### src/rtl/decision_sequencer.sv
// Sequences the test-pattern decision indicator: clears it, streams one TP per valid
// cycle, captures the parallel correctable vector and hands off the lowest correctable TP.
module decision_sequencer #(
    parameter int TP_NUMS      = 8,
    parameter int TP_IDX_WIDTH = 3
) (
    input  logic                    clk,
    input  logic                    in_ctr_Arst,
    input  logic                    in_start,
    input  logic                    in_abort,
    input  logic                    in_tp_valid,
    output logic                    out_ind_en,
    output logic                    out_ind_shEn,
    output logic                    out_ind_Srst,
    input  logic [TP_NUMS-1:0]      in_indicTP,
    output logic                    out_busy,
    output logic [TP_IDX_WIDTH-1:0] out_tp_cnt,
    output logic                    out_sel_valid,
    input  logic                    in_sel_ready,
    output logic [TP_IDX_WIDTH-1:0] out_sel_idx,
    output logic                    out_sel_fail
);

    typedef enum logic [2:0] {
        S_IDLE,
        S_CLR,
        S_COLLECT,
        S_SETTLE,
        S_DECIDE,
        S_OUT
    } state_e;

    state_e                    state_q, state_d;
    logic [TP_IDX_WIDTH-1:0]   cnt_q, cnt_d;
    logic [TP_NUMS-1:0]        r_ind_q, r_ind_d;
    logic                      fail_q, fail_d;

    // Lowest set bit wins; an all-zero vector maps to index 0.
    function automatic logic [TP_IDX_WIDTH-1:0] first_set(input logic [TP_NUMS-1:0] v);
        logic [TP_IDX_WIDTH-1:0] r;
        r = '0;
        for (int i = TP_NUMS - 1; i >= 0; i--) begin
            if (v[i]) r = TP_IDX_WIDTH'(i);
        end
        return r;
    endfunction

    always_comb begin
        state_d = state_q;
        cnt_d   = cnt_q;
        r_ind_d = r_ind_q;
        fail_d  = fail_q;
        if (in_abort) begin
            state_d = S_IDLE;
            cnt_d   = '0;
        end else begin
            case (state_q)
                S_IDLE: begin
                    if (in_start) state_d = S_CLR;
                end
                S_CLR: begin
                    cnt_d   = '0;
                    state_d = S_COLLECT;
                end
                S_COLLECT: begin
                    if (in_tp_valid) begin
                        if (cnt_q == TP_IDX_WIDTH'(TP_NUMS - 1)) begin
                            cnt_d   = '0;
                            state_d = S_SETTLE;
                        end else begin
                            cnt_d = cnt_q + 1'b1;
                        end
                    end
                end
                S_SETTLE: begin
                    state_d = S_DECIDE;
                end
                S_DECIDE: begin
                    r_ind_d = in_indicTP;
                    fail_d  = (in_indicTP == '0);
                    state_d = S_OUT;
                end
                S_OUT: begin
                    if (in_sel_ready) state_d = in_start ? S_CLR : S_IDLE;
                end
                default: state_d = S_IDLE;
            endcase
        end
    end

    always_ff @(posedge clk or posedge in_ctr_Arst) begin
        if (in_ctr_Arst) begin
            state_q <= S_IDLE;
            cnt_q   <= '0;
            r_ind_q <= '0;
            fail_q  <= 1'b0;
        end else begin
            state_q <= state_d;
            cnt_q   <= cnt_d;
            r_ind_q <= r_ind_d;
            fail_q  <= fail_d;
        end
    end

    // Indicator controls decode straight from the state register; shift follows the live valid.
    assign out_ind_Srst  = (state_q == S_CLR);
    assign out_ind_en    = (state_q == S_CLR) || (state_q == S_COLLECT);
    assign out_ind_shEn  = (state_q == S_COLLECT) && in_tp_valid;
    assign out_busy      = (state_q != S_IDLE);
    assign out_sel_valid = (state_q == S_OUT);
    assign out_tp_cnt    = cnt_q;
    assign out_sel_idx   = first_set(r_ind_q);
    assign out_sel_fail  = fail_q;

endmodule
### config.mk
export PLATFORM = sky130hd
export DESIGN_NAME = decision_sequencer
export DESIGN_NICKNAME = d
export VERILOG_FILES = /design/src/rtl/decision_sequencer.sv
export SDC_FILE = /design/constraint.sdc
export NUM_CORES = 1
export LEC_CHECK = 0
export CAP_MARGIN = 20
export CORE_MARGIN = 5
export CORE_UTILIZATION = 25
export CTS_CLUSTER_SIZE = 12
export DETAILED_ROUTE_END_ITERATION = 12
export GPL_ROUTABILITY_DRIVEN = 0
export PLACE_DENSITY = 0.55
export SLEW_MARGIN = 20
export SYNTH_ARGS = -nofsm -noshare
export SYNTH_HDL_FRONTEND = slang
export SYNTH_SLANG_ARGS = --single-unit
export TNS_END_PERCENT = 10
### constraint.sdc
create_clock -name clk -period 1.6 [get_ports clk]
set_clock_uncertainty 0.2 [all_clocks]
set_input_delay 0.32 -clock clk [delete_from_list [all_inputs] [get_ports clk]]
set_output_delay 0.32 -clock clk [all_outputs]
set_load 0.05 [all_outputs]
# == Yosys cells after proc, flatten, opt, wreduce, memory -nomap -nowiden ==
# Cells that the tools add are included.
# op_classes
n_eq_ne,10
add_sub_neg,1
bitwise,1
n_mux,19
reduce_logical,9
# ops
cell,count
two-way mux 3 bit,16
case mux 3 bit (6 select lines),1
equality test 3 bit (second input constant),3
inequality test 3 bit (second input constant),3
zero test 8 bit,1
equality test 3 x 2 -> 1 bit (second input constant),2
case mux 3 bit (2 select lines),1
nonzero test 3 bit,2
AND reduction 2 bit,2
AND reduction 4 bit,1
adder 3 x 1 -> 3 bit (second input constant),1
equality test 3 x 1 -> 1 bit (second input constant),1
zero test 3 bit,1
inequality test 3 x 2 -> 1 bit (second input constant),1
logical AND 1 bit,1
logical OR 1 bit,1
two-way mux 1 bit,1
NOT 1 bit,1
# totals
reg_bits,15
out_inout_bits,12
elab_cells,44
inputBits,14

# == Longest topological paths before layout ==
# Gate-level depths: netlist (run 1).
# logic_depth
ltp_word,8
mapped_depth,5

# == Worst setup path after synthesis (run 1) ==
# Ideal clock, no wire load.
# synth_timing
path_kind,reg-to-output
start,register r_ind_q[3]
end,output port out_sel_idx[2]
n_path_buf,0
arrival_time_ps,2110
path_stages_with_launch,3
slack_ps,-1030
cell_sequence,dfrtp_1 nor2_1 nor4b_1
# synth_via
elab_chain_cells,4
# synth_rtl
item,line_no,text
from (decl),35,"logic [TP_NUMS-1:0] r_ind_q, r_ind_d;"
from (signal assigned),100,r_ind_q <= r_ind_d;
two-way mux 3 bit (4 in series),43,if (v[i]) r = TP_IDX_WIDTH'(i);
to (decl),20,"output logic [TP_IDX_WIDTH-1:0] out_sel_idx,"
# No other way between the ends.

# == Final worst setup path (run 1) ==
# layout_timing
start,register state_q[0]
end,output port out_busy
# layout_via
elab_chain_cells,1
# layout_rtl
item,line_no,text
from (decl),33,"state_e state_q, state_d;"
from (signal assigned),98,state_q <= state_d;
nonzero test 3 bit,109,assign out_busy = (state_q != S_IDLE);
to (decl),16,"output logic out_busy,"
# No other way between the ends.

==> impl_results.md, run 1 <==
- Post-Layout Cell Count: approximately 170
- Clk sink count: 15
- Final worst slack: -309 ps
- Sw Ratio: 0.378
- Crit end category: output pin
- # DRC: 0
- Final setup vio count: 16
- Routed wire length: ~2 mm
- Pin count of the biggest net entering global routing: 12
- Register area share after synthesis: 0.459
- Clock Power Share: 0.129
- Final hold vios: 0
- Dpl cells: 158
- IO Count: 26
- Max Cap Viol: 0
- Maximum clock frequency: approximately 520 MHz
- CP peak stage delay: 430 ps
- CTS clk-pin slew, worst paths: ~90 ps
- Overflow after GRT: 0
- CP arrival: about 1400 ps
- Cell Rows: 20
- Starting density of the core: 0.264
- Remaining antenna violation count after routing: 0
- DIE AREA: between 0.004 and 0.005 mm2
- Layout Nets: approximately 140
- Die W: a little under 70 um
- H-tree depth: 1
- Worst Setup Start Kind: flop
- Post-synthesis area per instance: around 11 um2
- Comb power frac: 0.533
- Psw: 0.622 mW
- CP cell instances: buf_12, or3_4, buf_6
- Initial antenna violation count: 0
- Mapped Nets: 93
- Global-route wire length before repair: around 3.6 mm
- Vias in the first global route: between 800 and 900
- Worst Path Max Fanout: 8
- Leak: about 0.65 nW
- Final Cell Area: between 0.0015 and 0.002 mm2
- VDD IR max: ~0.00036 V
- Clock Latency Late Sink: around 270 ps
- Crit path kind: flop to output pin
- Core area: 0.00310 mm2
- Layout cells sized above 1: 0.488
- Total track usage: 0.105
- Setup WS pre-CTS: -429 ps
- Power per Cell Area: 1060 mW/mm2
- Hold crit path type: primary input to asynchronous set/reset pin
- Input/output buffers: 25
- Drt pass-1 iters: 4
- CP max-delay cell: dfrtp_1
- Most frequent cells in the layout: buf_4, clkdlybuf4s50_1, dfrtp_1, buf_12
- Yosys reg bits: 15
- Fin Hold WS: around 69 ps
- Drt initial violations: 14
- Max Transition Viols Final: 0
- Minimum clock period: between 1500 and 2000 ps
- Die Span Y: between 60 and 70 um
- Synth Cell Area: 818 um2
- Hold buffer count at CTS: 0
- CTS tree: built
- RSZ-0062 raised after global routing: yes
- CTS Root Cell: clkbuf_4
- Avg Vias per Cell: roughly 4.4
- Worst Path Required: roughly 1100 ps
- Placed Area: ~0.0014 mm2
- Via count: between 700 and 800
- Failing checks: negative setup slack
- Antenna diode count: 0
- Synth unique cells: 28
- Max clock buf depth: 2
- Worst-margin pin slew: around 310 ps
- Leading cell type in the layout, fill and taps excluded: buf_4
- Ys Warns: 0
- Detailed Place HPWL: ~1.6 mm
- Area growth syn-to-layout: 89.3%
- DR WL/cell: between 10 and 15 um
- Register share of total power: 0.339
- Post-Syn Instances: 77
- Final Cycle Share: 1.19
- Slew HR: 0.788
- Cts bufs inserted: 3
- Status: finished with violations
- Pint: ~1.0 mW
[worst paths after layout]
check,start,to,slack (ps),cells after the start
worst min-delay path,in_ctr_Arst,state_q[1],70,2
min in group clk,r_ind_q[4],r_ind_q[4],370,1
max in group asynchronous,in_ctr_Arst,r_ind_q[6],700,3
worst max register to register,state_q[0],r_ind_q[3],-60,4
worst max-delay path,state_q[0],out_busy,-310,3
worst min register to register,r_ind_q[4],r_ind_q[4],370,1
[logic make-up after synthesis]
logic type	synth area share
and+or+nand+nor	0.258
DFF	0.459
AOI/OAI and AO/OA	0.0795
muxes	0.133
buffers and inverters	0.0398
adders and majority gates	0.0306
[per-stage QoR]
stage	power [mW]	util	TNS, ps
finish	1.65	0.499	-2130
global route	1.75	0.499	-3370
CTS	1.63	0.483	-2560
detailed placement	1.36	0.454	-4110
global placement	1.34	0.454	-3750
floorplan	1.00	-	-1240
[layer usage]
metal,part of all wire,vias up,GRT usage
li1,-,363,-
met1,0.46,343,0.133
met3,0.070,2,0.0333
met2,0.46,25,0.166
met5,0,-,0
met4,0.0034,0,0.0380
[cells in the mapped netlist]
library cell  instances  share of area
a31oi_1               1         0.0077
ha_1                  2          0.031
nor4b_1               1          0.011
buf_2                 2          0.012
nand2_1               5          0.023
nand3b_1              1         0.0092
mux2_2                7          0.096
a21oi_1               3          0.018
or3_1                 2          0.015
nand3_1               2          0.012
or3b_1                1          0.011
nor4b_4               1          0.029
buf_4                 1         0.0092
o21ai_1               1         0.0061
nor2b_1               3          0.023
dfrtp_1              15           0.46
a221oi_1              1          0.011
nor2_1                5          0.023
o21bai_1              1         0.0092
nor4_1                3          0.023
a211oi_1              1         0.0092
and3_1                1         0.0077
o21ai_0               3          0.018
nor4b_2               1          0.018
mux2i_1               3          0.037
nand2b_1              5          0.038
nor3b_2               1          0.015
inv_1                 4          0.018
[power by group through the flow]
| stage | logic [mW] | clock network [mW] | registers [mW] |
|---|---|---|---|
| detailed placement | 0.801 | 0 | 0.559 |
| global route | 0.929 | 0.253 | 0.572 |
| CTS | 0.850 | 0.227 | 0.552 |
| global placement | 0.795 | 0 | 0.550 |
| floorplan | 0.430 | 0 | 0.570 |
| finish | 0.877 | 0.212 | 0.557 |
[worst max-delay path: cells and delay by family, from the launching register on]
kind                   cells  cell delay (ps)
buffers and inverters      2              320
and+or+nand+nor            1              360
DFF                        1              430
[final cells by class]
type,count,area [um2]
fill,308,1550
multi-input combinational,55,551
timing repair buffer,43,523
sequential,15,379
tap,44,55.1
clock buffer,4,26.3
inverter,4,15.0
[state kept, by name (all words and copies together) (netlist names)]
| register | count |
|---|---|
| r_ind_q | 8 |
| state_q | 3 |
| out_sel_fail | 1 |
| out_tp_cnt | 3 |
[timing repair]
item | in CTS | in global routing
cloned | 0 | 0
pin swaps | 7 | 1
endpoints found under the setup margin | 16 | 16
resized for setup | 14 | 10
setup buffers | 2 | 1
Note: power is estimated with default switching activity, not from simulation.
==> run 2, diff against run 1 <==
Settings changed: CTS_BUF_LIST set to sky130_fd_sc_hd__clkbuf_8.
==> run 2 against run 1 <==
Against the previous run: count of clock-buffer cells in the layout down 1; final cell count stayed put; combinational power is 0.5% lower; the run still ends with negative setup slack left; worst setup slack better by 42 ps; die area stayed put; wire length down 0.24%; hold slack gained 42 ps; via count is 0.41% lower; clock power up 38%; design area is 0.81% higher.
==> impl_results.md, run 2 (synthesis results as in run 1) <==
- Status: finished with violations
- Failing checks: negative setup slack
- Via count: 730 (-0.41%)
- Psw: 0.626 mW (+0.73%)
- CTS tree: built
- Vias in the first global route: 817 (+0.12%)
- Avg Vias per Cell: 4.42 (-0.41%)
- Power per Cell Area: 1100 mW/mm2 (+3.5%)
- Slew HR: 0.789 (+0.000930)
- Reg with most FFs: r_ind_q
- DR WL/cell: 12.4 um (-0.24%)
- Die W: 67.2 um (unchanged)
- Remaining antenna violation count after routing: 0 (unchanged)
- Crit path buf inv count: 1 (-1)
- Max reg flops: 8 (unchanged)
- Routed wire length: 2.05 mm (-0.24%)
- Most frequent cells in the layout: dfrtp_1, buf_4, clkdlybuf4s50_1, buf_12
- CTS Root Cell: clkbuf_8
- Flop-to-flop setup slack: -60 ps (about the same)
- Final hold vios: 0 (unchanged)
- H-tree depth: 1 (unchanged)
- Drt pass-1 iters: 4 (unchanged)
- Worst Setup Start Kind: flop
- VDD IR max: 0.000387 V (+7.5%)
- Area growth syn-to-layout: 90.8%
- IO Count: 26 (unchanged)
- CP cell instances: nor2b_2, o21bai_2, a221oi_4, buf_12
- Worst Path Required: 1080 ps (about the same)
- Comb power frac: 0.508 (-0.025)
- Reg2Reg Depth: 4 (unchanged)
- Clk sink count: 15 (unchanged)
- Layout Nets: 138 (unchanged)
- Reg-to-reg endpoint: r_ind_q[2]
- Overflow after GRT: 0 (unchanged)
- Worst Path Max Fanout: 4 (-4)
- Cell Rows: 20 (unchanged)
- Pin count of the biggest net entering global routing: 12 (unchanged)
- Leak: 0.666 nW (+1.7%)
- # DRC: 0 (unchanged)
- Crit path kind: flop to output pin
- Antenna diode count: 0 (unchanged)
- Global-route wire length before repair: 3.66 mm (+0.74%)
- Max clock buf depth: 2 (unchanged)
- Core area: 0.00310 mm2 (unchanged)
- Drt initial violations: 10 (-4)
- RSZ-0062 raised after global routing: yes
- Crit Reg-Reg Startpoint: state_q[0]
- DIE AREA: 0.00452 mm2 (unchanged)
- Initial antenna violation count: 0 (unchanged)
- Layout fillers: 307 (-0.32%)
- Delay-heaviest family, CP: flip-flops
- Hold buffer count at CTS: 0 (unchanged)
- Die Span Y: 67.2 um (unchanged)
- Critical path origin: r_ind_q[6]
- CTS clk-pin slew, worst paths: 60 ps (-30 ps)
- Total track usage: 0.106 (+0.00105)
- Input/output buffers: 25 (unchanged)
- Register share of total power: 0.322 (-0.017)
- Fin Hold WS: 111 ps (+41.5 ps)
- Power Total: 1.72 mW (+4.4%)
- Layout cells sized above 1: 0.479 (-0.00826)
- CP arrival: 1350 ps (-40 ps)
- Cts bufs inserted: 3 (unchanged)
- Crit end category: output pin
- Final setup vio count: 15 (-1)
- Pint: 1.09 mW (+6.6%)
- Clock Latency Late Sink: 240 ps (-30 ps)
- Final worst slack: -267 ps (+41.7 ps)
- Worst-margin pin slew: 313 ps (-1.38 ps)
- Max Transition Viols Final: 0 (unchanged)
- Sw Ratio: 0.364 (-0.0132)
- Maximum clock frequency: 536 MHz (+2.2%)
- Detailed Place HPWL: 1.60 mm (unchanged)
- Clock Power Share: 0.170 (+0.041)
- Starting density of the core: 0.264 (unchanged)
- Hold crit path type: primary input to asynchronous set/reset pin
- Max Cap Viol: 0 (unchanged)
- CP peak stage delay: 410 ps (-20 ps)
- Final Cycle Share: 1.17 (-0.0261)
- Sum of negative setup slack: -1730 ps (+403 ps)
- Minimum clock period: 1870 ps (-41.7 ps)
- CP max-delay cell: dfrtp_1
==> run 2: cell count changes in the layout (fill, tap and decap cells not counted) <==
cell,previous run,this run
dfrtp_2,3,2
inv_1,4,5
nor2b_4,1,0
clkbuf_8,0,3
clkbuf_4,3,0
nor2b_2,0,1
clkbuf_1,1,0
dfrtp_1,12,13
==> run 2: layout make-up <==
class / instances / area [um2] / share of cell area
multi-input cells: 55 / 546 / 0.349
repair buffers: 43 / 523 / 0.335
flip-flops and latches: 15 / 378 / 0.242
well taps: 44 / 55.1 / 0.0353
clock buffers: 3 / 41.3 / 0.0264
inverters: 4 / 15.0 / 0.00962
clock inverters: 1 / 3.75 / 0.00240
==> run 2: metal layers <==
metal	vias up	GRT usage	wire (um)
met4	0	0.0304	7
met2	25	0.166	953
li1	362	-	-
met1	341	0.136	949
met5	-	0	0
met3	2	0.0383	143
==> run 2: worst max-delay path by stage <==
stage | endpoint | slack (ps) | cells after the start
2_1_floorplan | out_tp_cnt[0] | -130 | 4
3_3_place_gp | out_tp_cnt[0] | -370 | 5
3_5_place_dp | out_tp_cnt[0] | -430 | 5
4_1_cts | out_sel_idx[0] | -260 | 4
5_1_grt | out_sel_idx[0] | -340 | 4
6_report | out_sel_idx[0] | -270 | 4
==> run 2: what timing repair did <==
| item | 4_1_cts | 5_1_grt |
|---|---|---|
| endpoints found under the setup margin | 19 | 16 |
| gates resized for setup | 17 | 5 |
| buffers inserted | 2 | 1 |
| pin swaps | 7 | 1 |
| cloned | 0 | 0 |
==> run 2: metrics by stage <==
step / cell area [um2] / setup WS (ps) / instances / util
4_1_cts: 1540 / -257 / 164 / 0.495
5_1_grt: 1560 / -337 / 165 / 0.503
2_1_floorplan: 887 / -127 / 77 / -
3_3_place_gp: 1410 / -371 / 158 / 0.454
3_5_place_dp: 1410 / -429 / 158 / 0.454
6_report: 1560 / -267 / 165 / 0.503
==> run 2: power by group through the flow <==
stage	sequential [mW]	combinational, mW	clock (mW)
2_1_floorplan	0.570	0.430	0
3_3_place_gp	0.550	0.795	0
3_5_place_dp	0.559	0.801	0
4_1_cts	0.554	0.856	0.306
5_1_grt	0.568	0.923	0.337
6_report	0.553	0.873	0.292
==> run 3, diff against run 2 <==
Settings changed: CORE_MARGIN 5 to 2.
==> run 3 against run 2 <==
Against the previous run: final cell count up 0.61%; clock power is essentially flat; register-to-register slack is essentially flat; design area up 0.32%; fmax about the same; sequential power rose by 2%; power up 1.3%; hold slack improved by 2.4 ps; largest power group unchanged; global-route usage up 1.5 points; sequential share of layout area decreased by 0.077 points; the flow still finishes with violations (negative setup slack); first-iteration DRC count is 40% lower.
==> impl_results.md, run 3 (synthesis results as in run 1) <==
- Status: finished with violations
- Failing checks: negative setup slack
- Minimum clock period: 1870 ps (+0.896 ps)
- Final worst slack: -268 ps (-0.896 ps)
- Max Cap Viol: 0 (unchanged)
- Avg Vias per Cell: 4.34 (-2.0%)
- Final hold vios: 0 (unchanged)
- CP arrival: 1350 ps (about the same)
- Slew HR: 0.782 (-0.00739)
- Initial antenna violation count: 0 (unchanged)
- Max reg flops: 8 (unchanged)
- Leading cell type in the layout, fill and taps excluded: dfrtp_1
- CTS Root Cell: clkbuf_8
- Met3 routed WL: 131 um (-8.4%)
- Reg2Reg Depth: 4 (unchanged)
- Met1 WL: 913 um (-3.8%)
- Comb power frac: 0.509 (about the same)
- Clock Power Share: 0.168 (-0.002)
- Drt initial violations: 6 (-4)
- Worst Path Max Fanout: 3 (-1)
- Final setup vio count: 16 (+1)
- Total track usage: 0.121 (+0.0153)
- Starting density of the core: 0.266 (+0.00214)
- Worst Path Required: 1080 ps (about the same)
- Crit end category: output pin
- Overflow after GRT: 0 (unchanged)
- Reg with most FFs: r_ind_q
- Area growth syn-to-layout: 91.4%
- Core area: 0.00308 mm2 (-0.81%)
- CTS clk-pin slew, worst paths: 60 ps (about the same)
- Sw Ratio: 0.371 (+0.00672)
- Clock Latency Late Sink: 240 ps (about the same)
- Worst Setup Start Kind: flop
- Layout Nets: 139 (+0.72%)
- Pin count of the biggest net entering global routing: 12 (unchanged)
- RSZ-0062 raised after global routing: yes
- Crit path kind: flop to output pin
- Layout cells sized above 1: 0.467 (-0.0121)
- Via count: 720 (-1.4%)
- Leak: 0.673 nW (+1.0%)
- Remaining antenna violation count after routing: 0 (unchanged)
- Final Util: 0.509 (+0.00572)
- Power per Cell Area: 1110 mW/mm2 (+0.98%)
- VDD IR max: 0.000350 V (-9.4%)
- Input/output buffers: 25 (unchanged)
- # DRC: 0 (unchanged)
- Hold buffer count at CTS: 0 (unchanged)
- Clk sink count: 15 (unchanged)
- H-tree depth: 1 (unchanged)
- Register share of total power: 0.323 (about the same)
- Cts bufs inserted: 3 (unchanged)
- DIE AREA: 0.00375 mm2 (-17%)
- Global-route wire length before repair: 3.35 mm (-8.7%)
- Worst-margin pin slew: 324 ps (+11.0 ps)
- Final Cycle Share: 1.17 (about the same)
- Max clock buf depth: 2 (unchanged)
- Vias in the first global route: 747 (-8.6%)
- Drt pass-1 iters: 4 (unchanged)
- IO Count: 26 (unchanged)
- DR WL/cell: 12.5 um (+0.12%)
- Met2 wire len: 1.02 mm (+7.2%)
- Detailed Place HPWL: 1.63 mm (+1.5%)
- CTS tree: built
- Psw: 0.646 mW (+3.2%)
- Hold crit path type: primary input to asynchronous set/reset pin
- Routed wire length: 2.07 mm (+0.73%)
- Die Span Y: 61.2 um (-8.9%)
- Most frequent cells in the layout: dfrtp_1, clkdlybuf4s50_1, buf_4
- Antenna diode count: 0 (unchanged)
- Top sig layer: met3
- Flop-to-flop setup slack: -60 ps (about the same)
- Cell Rows: 20 (unchanged)
- Maximum clock frequency: 535 MHz (about the same)
- Power Total: 1.74 mW (+1.3%)
- Crit Reg-Reg Startpoint: state_q[0]
- Max Transition Viols Final: 0 (unchanged)
- Pint: 1.09 mW (+0.24%)
- Reg-to-reg endpoint: r_ind_q[5]
- Die W: 61.2 um (-8.9%)
## run 3: changes by cell type in the layout (fill, tap and decap cells not counted), sizes merged
cell  previous run  this run
buf             30        31
## run 3: metal layers
| layer | track usage | vias up |
|---|---|---|
| li1 | - | 363 |
| met1 | 0.144 | 336 |
| met2 | 0.211 | 21 |
| met3 | 0.0336 | 0 |
| met4 | 0.0373 | 0 |
| met5 | 0 | - |
## run 3: cell type report
| cell class | instances | area [um2] |
|---|---|---|
| Fill cell | 285 | 1510 |
| Sequential cell | 15 | 378 |
| Clock buffer | 3 | 41.3 |
| Multi-Input combinational cell | 55 | 549 |
| Tap cell | 44 | 55.1 |
| Inverter | 4 | 15.0 |
| Clock inverter | 1 | 3.75 |
| Timing Repair Buffer | 44 | 524 |
## run 3: worst max path at each step
stage / endpoint / start
2_1_floorplan: out_tp_cnt[0] / out_tp_cnt[1]
3_3_place_gp: r_ind_q[0] / in_abort
3_5_place_dp: r_ind_q[6] / in_abort
4_1_cts: out_sel_idx[0] / r_ind_q[6]
5_1_grt: out_sel_idx[0] / r_ind_q[6]
6_report: out_sel_idx[0] / r_ind_q[6]
## run 3: critical path: stages (launching register included)
cell and delay, ps:
dfrtp_1 420, nor2b_1 130, o21bai_1 100, a221oi_4 280, buf_12 180
## run 3: repair_timing
item | CTS | global route
hold endpoints to repair | 0 | 0
pin swaps | 7 | 4
gates resized for setup | 16 | 11
setup endpoints to repair | 16 | 17
buffers inserted | 2 | 1
## run 3: power groups by stage
| stage | logic [mW] | clock network, mW | registers, mW |
|---|---|---|---|
| after global placement | 0.788 | 0 | 0.552 |
| after detailed placement | 0.803 | 0 | 0.558 |
| after floorplan | 0.430 | 0 | 0.570 |
| after global routing | 0.931 | 0.321 | 0.576 |
| final | 0.886 | 0.292 | 0.563 |
| after CTS | 0.864 | 0.304 | 0.552 |
## run 3: stage by stage
step           instance area, um2  instances  setup slack, ps  TNS (ps)  hold WS [ps]
2_1_floorplan                 887         77             -127     -1240          21.4
3_3_place_gp                 1400        160             -383     -3890           341
3_5_place_dp                 1400        160             -417     -4210           350
4_1_cts                      1520        166             -274     -1750           117
5_1_grt                      1570        166             -315     -2770           130
6_report                     1570        166             -268     -1880           113
